<file path="src/rtl/video_tile_renderer.sv">
// video_tile_renderer
// Character-cell renderer sitting behind the sync generator. Each beam
// position becomes a tile-map lookup, then a glyph-row lookup, then a pixel
// colour. It produces one pixel per clock with a fixed 5-clock latency. The
// hsync/vsync strobes travel through a matching 5-stage delay so they stay
// aligned with the colour outputs.
//
// Pipeline (input sampled by the edge that ends cycle t):
//   t+1 : map address registered
//   t+2 : tile entry returned by the tile-map RAM
//   t+3 : pattern address and tile attributes (plus blink phase) registered
//   t+4 : glyph row returned by the pattern ROM
//   t+5 : pixel colour and delayed syncs registered
module video_tile_renderer #(
    parameter int         COLS      = 80,
    parameter int         ROWS      = 60,
    parameter logic [8:0] FG_RGB    = 9'b111_111_111,
    parameter logic [8:0] BG_RGB    = 9'b000_000_001,
    parameter int         BLINK_BIT = 5
) (
    input  logic        i_clk,
    input  logic        i_rst_n,
    input  logic [9:0]  i_hpos,
    input  logic [9:0]  i_vpos,
    input  logic        i_visible,
    input  logic        i_hsync,
    input  logic        i_vsync,
    output logic [12:0] o_map_addr,
    input  logic [7:0]  i_map_data,
    output logic [8:0]  o_pat_addr,
    input  logic [7:0]  i_pat_data,
    output logic [2:0]  o_red,
    output logic [2:0]  o_grn,
    output logic [2:0]  o_blu,
    output logic        o_hsync,
    output logic        o_vsync
);

    // Grid limits as narrow constants so the range compare stays 8 bits wide.
    localparam logic [7:0] COLS_LIM = COLS[7:0];
    localparam logic [7:0] ROWS_LIM = ROWS[7:0];

    // ------------------------------------------------------------------
    // Stage 1 address arithmetic
    // ------------------------------------------------------------------
    logic [6:0]  tile_col;
    logic [6:0]  tile_row;
    logic        in_grid;
    logic [12:0] tile_addr;

    // The tile index is row*80 + col, built from two shifts and adds so no
    // multiplier is inferred. The 640x480 area tops out at 59*80+79 = 4799.
    // The grid test is redundant for a well-behaved sync generator. It keeps
    // an out-of-range beam from producing a stray address.
    always_comb begin
        tile_col  = i_hpos[9:3];
        tile_row  = i_vpos[9:3];
        in_grid   = ({1'b0, tile_col} < COLS_LIM) && ({1'b0, tile_row} < ROWS_LIM);
        tile_addr = {tile_row, 6'b0}
                  + {2'b0, tile_row, 4'b0}
                  + {6'b0, tile_col};
    end

    // ------------------------------------------------------------------
    // Delay lines for beam sub-position, visibility and sync strobes
    // ------------------------------------------------------------------
    // hpos[2:0] is needed at the pixel-select stage (4 registers).
    // vpos[2:0] is needed at the pattern-address stage (2 registers).
    // visible gates the colour register (4 registers plus the colour register).
    // The syncs come straight out of the 5th register.
    logic [11:0] hpos_pipe;
    logic [5:0]  vpos_pipe;
    logic [3:0]  vis_pipe;
    logic [4:0]  hsync_pipe;
    logic [4:0]  vsync_pipe;

    // Stage 1: register the tile-map address, forced to 0 while blanking.
    always_ff @(posedge i_clk or negedge i_rst_n) begin
        if (!i_rst_n) begin
            o_map_addr <= '0;
        end else if (i_visible && in_grid) begin
            o_map_addr <= tile_addr;
        end else begin
            o_map_addr <= '0;
        end
    end

    // Shift every side-band delay line by one stage per pixel clock.
    always_ff @(posedge i_clk or negedge i_rst_n) begin
        if (!i_rst_n) begin
            hpos_pipe  <= '0;
            vpos_pipe  <= '0;
            vis_pipe   <= '0;
            hsync_pipe <= '0;
            vsync_pipe <= '0;
        end else begin
            hpos_pipe  <= {hpos_pipe[8:0], i_hpos[2:0]};
            vpos_pipe  <= {vpos_pipe[2:0], i_vpos[2:0]};
            vis_pipe   <= {vis_pipe[2:0], i_visible};
            hsync_pipe <= {hsync_pipe[3:0], i_hsync};
            vsync_pipe <= {vsync_pipe[3:0], i_vsync};
        end
    end

    // ------------------------------------------------------------------
    // Frame counter driving the blink phase
    // ------------------------------------------------------------------
    logic [5:0] frame_cnt;
    logic       vsync_prev;

    // Count rising edges of the incoming vsync. The edge register resets to 0,
    // so a vsync already high at reset release counts as the first edge.
    always_ff @(posedge i_clk or negedge i_rst_n) begin
        if (!i_rst_n) begin
            frame_cnt  <= '0;
            vsync_prev <= 1'b0;
        end else begin
            vsync_prev <= i_vsync;
            if (i_vsync && !vsync_prev) begin
                frame_cnt <= frame_cnt + 6'd1;
            end
        end
    end

    // ------------------------------------------------------------------
    // Stage 3: pattern address and tile attributes
    // ------------------------------------------------------------------
    logic blink_s3;
    logic inverse_s3;
    logic phase_s3;

    // Latch the glyph address and attributes together with the blink phase.
    // Sampling the phase here keeps a whole pixel on one phase. A vsync edge
    // on the same clock lands in frame_cnt only after this capture.
    always_ff @(posedge i_clk or negedge i_rst_n) begin
        if (!i_rst_n) begin
            o_pat_addr <= '0;
            blink_s3   <= 1'b0;
            inverse_s3 <= 1'b0;
            phase_s3   <= 1'b0;
        end else begin
            o_pat_addr <= {i_map_data[5:0], vpos_pipe[5:3]};
            blink_s3   <= i_map_data[7];
            inverse_s3 <= i_map_data[6];
            phase_s3   <= frame_cnt[BLINK_BIT];
        end
    end

    // ------------------------------------------------------------------
    // Stage 4: hold attributes while the pattern ROM answers
    // ------------------------------------------------------------------
    logic blink_s4;
    logic inverse_s4;
    logic phase_s4;

    // Carry the attributes one more clock so they meet their glyph row.
    always_ff @(posedge i_clk or negedge i_rst_n) begin
        if (!i_rst_n) begin
            blink_s4   <= 1'b0;
            inverse_s4 <= 1'b0;
            phase_s4   <= 1'b0;
        end else begin
            blink_s4   <= blink_s3;
            inverse_s4 <= inverse_s3;
            phase_s4   <= phase_s3;
        end
    end

    // ------------------------------------------------------------------
    // Stage 5: pixel select and colour
    // ------------------------------------------------------------------
    logic [2:0] pix_sel;
    logic       pix_bit;
    logic       pix_on;
    logic [8:0] pix_colour;

    // Pick the glyph bit (bit 7 is leftmost), suppress it in the blink-off
    // phase, apply inverse, and map the result to foreground/background.
    always_comb begin
        pix_sel    = 3'd7 - hpos_pipe[11:9];
        pix_bit    = i_pat_data[pix_sel];
        pix_on     = (pix_bit & ~(blink_s4 & phase_s4)) ^ inverse_s4;
        pix_colour = pix_on ? FG_RGB : BG_RGB;
    end

    logic [8:0] rgb_q;

    // Register the final colour. Blanking always forces black.
    always_ff @(posedge i_clk or negedge i_rst_n) begin
        if (!i_rst_n) begin
            rgb_q <= '0;
        end else if (vis_pipe[3]) begin
            rgb_q <= pix_colour;
        end else begin
            rgb_q <= '0;
        end
    end

    // Outputs are taken straight from registers.
    assign o_red   = rgb_q[8:6];
    assign o_grn   = rgb_q[5:3];
    assign o_blu   = rgb_q[2:0];
    assign o_hsync = hsync_pipe[4];
    assign o_vsync = vsync_pipe[4];

endmodule
</file>
<file path="config.mk">
export PLATFORM = sky130hd
export DESIGN_NAME = video_tile_renderer
export DESIGN_NICKNAME = d
export VERILOG_FILES = /design/src/rtl/video_tile_renderer.sv
export SDC_FILE = /design/constraint.sdc
export NUM_CORES = 1
export LEC_CHECK = 0
export ABC_AREA = 1
export CORE_MARGIN = 2
export CORE_UTILIZATION = 42
export DETAILED_ROUTE_END_ITERATION = 8
export GPL_TIMING_DRIVEN = 1
export PLACE_DENSITY = 0.75
export RECOVER_POWER = 100
export SLEW_MARGIN = 40
export SYNTH_ARGS = -nofsm -noshare
export SYNTH_HDL_FRONTEND = slang
export SYNTH_SLANG_ARGS = --single-unit
</file>
<file path="constraint.sdc">
create_clock -name i_clk -period 1.2 [get_ports i_clk]
set_clock_uncertainty 0.1 [all_clocks]
set_input_delay 0.24 -clock i_clk [delete_from_list [all_inputs] [get_ports i_clk]]
set_output_delay 0.24 -clock i_clk [all_outputs]
set_load 0.005 [all_outputs]
</file>
==> impl_results.md <==
- H-tree depth: 3
- Outcome: finished with violations
- Post-Syn Nets: 250
- Vias in the first global route: roughly 1800
- TritonRoute pass-1 iters: 4
- Hold crit path type: flop to flop
- Net Sw Frac: 0.240
- Most frequent cells in the layout: dfrtp_1 (67), buf_2 (29), nand2_1 (22), buf_4 (19), dlygate4sd3_1 (17)
- Crit path launch type: input pin
- Worst Tran Pin Value: 0.581 ns
- Max Cap Violations: 0
- Area grow syn2layout: 51.6%
- Port Buf Inserts: 73
- Lkg Pwr: 0.00186 uW
- Initial Utilization: 0.428
- Buf/Inv on CP: 3
- Worst vdd ir: roughly 0.71 mV
- Clk Latency, worst-skew pair: between 0.3 and 0.4 ns
- Die width: a little over 80 um
- Buffer depth of the longest clock path: 2
- DRT antenna net count: 0
- Final #Nets: roughly 360
- Layout cells sized above 1: 0.395
- Clock power share: 0.379
- CP top delay family: adder cells
- DR vias/cell: around 4.6
- Data required, critical path: between 1 and 1.5 ns
- Mapped Cells: slightly below 200
- Syn avg cell area: 12.9 um2
- PD cells: around 1600 mW/mm2
- Core area: slightly below 0.006 mm2
- Routed via count: 1742
- Synth Register Bits: 68
- CTS Sinks: between 60 and 70
- Clock-pin slew on the worst setup and hold paths: about 0.070 ns
- RD Place Congestion: ~0.8
- Grt total ovfl: 0
- Final Cell Area: 0.00377 mm2
- Worst EP arrival: around 1.7 ns
- CP max stage delay: 0.56 ns
- Min Tclk post-route: 1.57 ns
- Area post-placement: 0.00345 mm2
- DR WL/cell: around 13 um
- Fmax: roughly 640 MHz
- Min Hold Slack: 0.248 ns
- Largest fanout on the critical path: 3
- Slowest stage cell, crit path: fa_1
- Internal power: 4450 uW
- Final setup violating endpoints: 21
- Yosys cell types: 25
- Total Routing Usage GR: 0.166
- Largest net degree at the start of global routing: 69
- Logic pwr share: 0.171
- Commonest non-fill, non-tap cell in the layout: dfrtp_1
- Final Max Tran Viols: 0
- Final period util: 1.31
- Post-DP HPWL: around 3300 um
- Synth warn: 0
- CP endpoint kind: flop
- FP Rows: 28
- Failing checks: negative setup slack
- NetSw: ~1400 uW
- Cell Area, Synth: between 0.002 and 0.0025 mm2
- Worst slew margin: 0.613
- CP dominant cell by count: nand2_1
- DRC Markers: 0
- Num ports: 74
- Antenna violations before repair: 1
- First-pass GRT wire length: about 7700 um
- CTS tree: done
- Routed WL: between 5000 and 6000 um
- Seq pwr share: 0.450
- RSZ-0062 raised after global routing: true
- Crit path cell chain: buf_8, inv_8, fa_1, inv_2, fa_2, a21oi_2, nand2_1, nand2_1, nor2_1
- Hold Vio Cnt, Final: 0
- CTS buffer count: 9
- Type of the worst setup path: input pin to flop
- Die area: between 0.006 and 0.007 mm2
- 1st-iter DRT viols: 93
- Register area share after synthesis: 0.683
- Setup WS post-layout: -0.372 ns
- Height of the chip: about 80 um
- CTS root buffer: clkbuf_8
[through the flow]
stage / total power, uW / utilization / instances / worst slack [ns] / setup TNS [ns]
after detailed placement: 3570 / 0.594 / 353 / -1.23 / -13.62
after CTS: 5850 / 0.631 / 374 / -0.384 / -3.24
after global placement: 3520 / 0.594 / 353 / -1.17 / -12.98
final: 5850 / 0.649 / 380 / -0.372 / -3.63
after global routing: 6140 / 0.649 / 380 / -0.444 / -5.14
after floorplan: 3070 / - / 193 / -0.528 / -3.09
[power by group through the flow]
stage          Sequential, uW  Clock [uW]  Combinational (uW)
2_1_floorplan            2660           0                 419
3_3_place_gp             2660           0                 866
3_5_place_dp             2670           0                 902
4_1_cts                  2630        2280                 940
5_1_grt                  2660        2370                1100
6_report                 2630        2220                1000
[cell usage after synthesis (all sizes together)]
cell type,n,area share
a21o,2,0.0060
a21oi,8,0.019
a31oi,1,0.0025
buf,7,0.021
clkinv,1,0.0020
dfrtp,68,0.68
fa,2,0.016
ha,14,0.070
inv,23,0.035
mux2,1,0.0045
nand2,27,0.043
nand3,9,0.022
nand4,5,0.019
nor2,15,0.028
o21ai,5,0.012
xnor2,3,0.011
xor2,2,0.0070
[metal layers]
metal	global-route usage	wire, um	vias up	share of wire
met2	0.284	2740	76	0.54
met3	0.0622	338	7	0.066
met1	0.175	1920	835	0.38
met4	0.0966	83	0	0.016
met5	0	0	-	0
li1	-	-	824	-
[what timing repair did]
action,4_1_cts,5_1_grt
buffers inserted,4,4
hold endpoints to repair,68,1
pin swaps,19,13
setup endpoints to repair,48,31
hold buffers,1,1
resized for setup,174,21
[logic make-up after synthesis]
family                   count (synthesis)  synth area share
AO/OA/AOI/OAI                           16            0.0392
adder cells (fa/ha/maj)                 16            0.0864
AND/OR/NAND/NOR                         56             0.111
multiplexers                             1           0.00452
buffers and inverters                   31            0.0578
flip-flops                              68             0.683
XOR/XNOR                                 5            0.0176
[state kept, by name (all words and copies together) (netlist names), 2 cells and up]
register	cells
o_map_addr	13
vpos_pipe	6
o_pat_addr	9
hsync_pipe	5
rgb_q	2
vis_pipe	4
hpos_pipe	12
vsync_pipe	5
frame_cnt	6
[final cells by class]
type	count	area, um2
tap	75	93.8
timing repair buffer	102	821
fill	478	2040
clock inverter	6	111
inverter	24	98.8
multi-input combinational	94	817
clock buffer	10	128
antenna	1	2.50
sequential	68	1700
[final timing paths]
check / from / end / slack (ns) / depth (start not counted)
max: i_vpos[5] / o_map_addr[11]$_DFF_PN0_ / -0.37 / 9
min: hpos_pipe[6]$_DFF_PN0_ / hpos_pipe[9]$_DFF_PN0_ / 0.25 / 0
max reg2reg: vsync_pipe[0]$_DFF_PN0_ / frame_cnt[1]$_DFFE_PN0P_ / -0.10 / 3
min reg2reg: hpos_pipe[6]$_DFF_PN0_ / hpos_pipe[9]$_DFF_PN0_ / 0.25 / 0
max in group asynchronous: i_rst_n / rgb_q[7]$_DFF_PN0_ / 0.15 / 3
min in group asynchronous: i_rst_n / hpos_pipe[9]$_DFF_PN0_ / 0.43 / 3
Power figures use the tool's default switching activity.
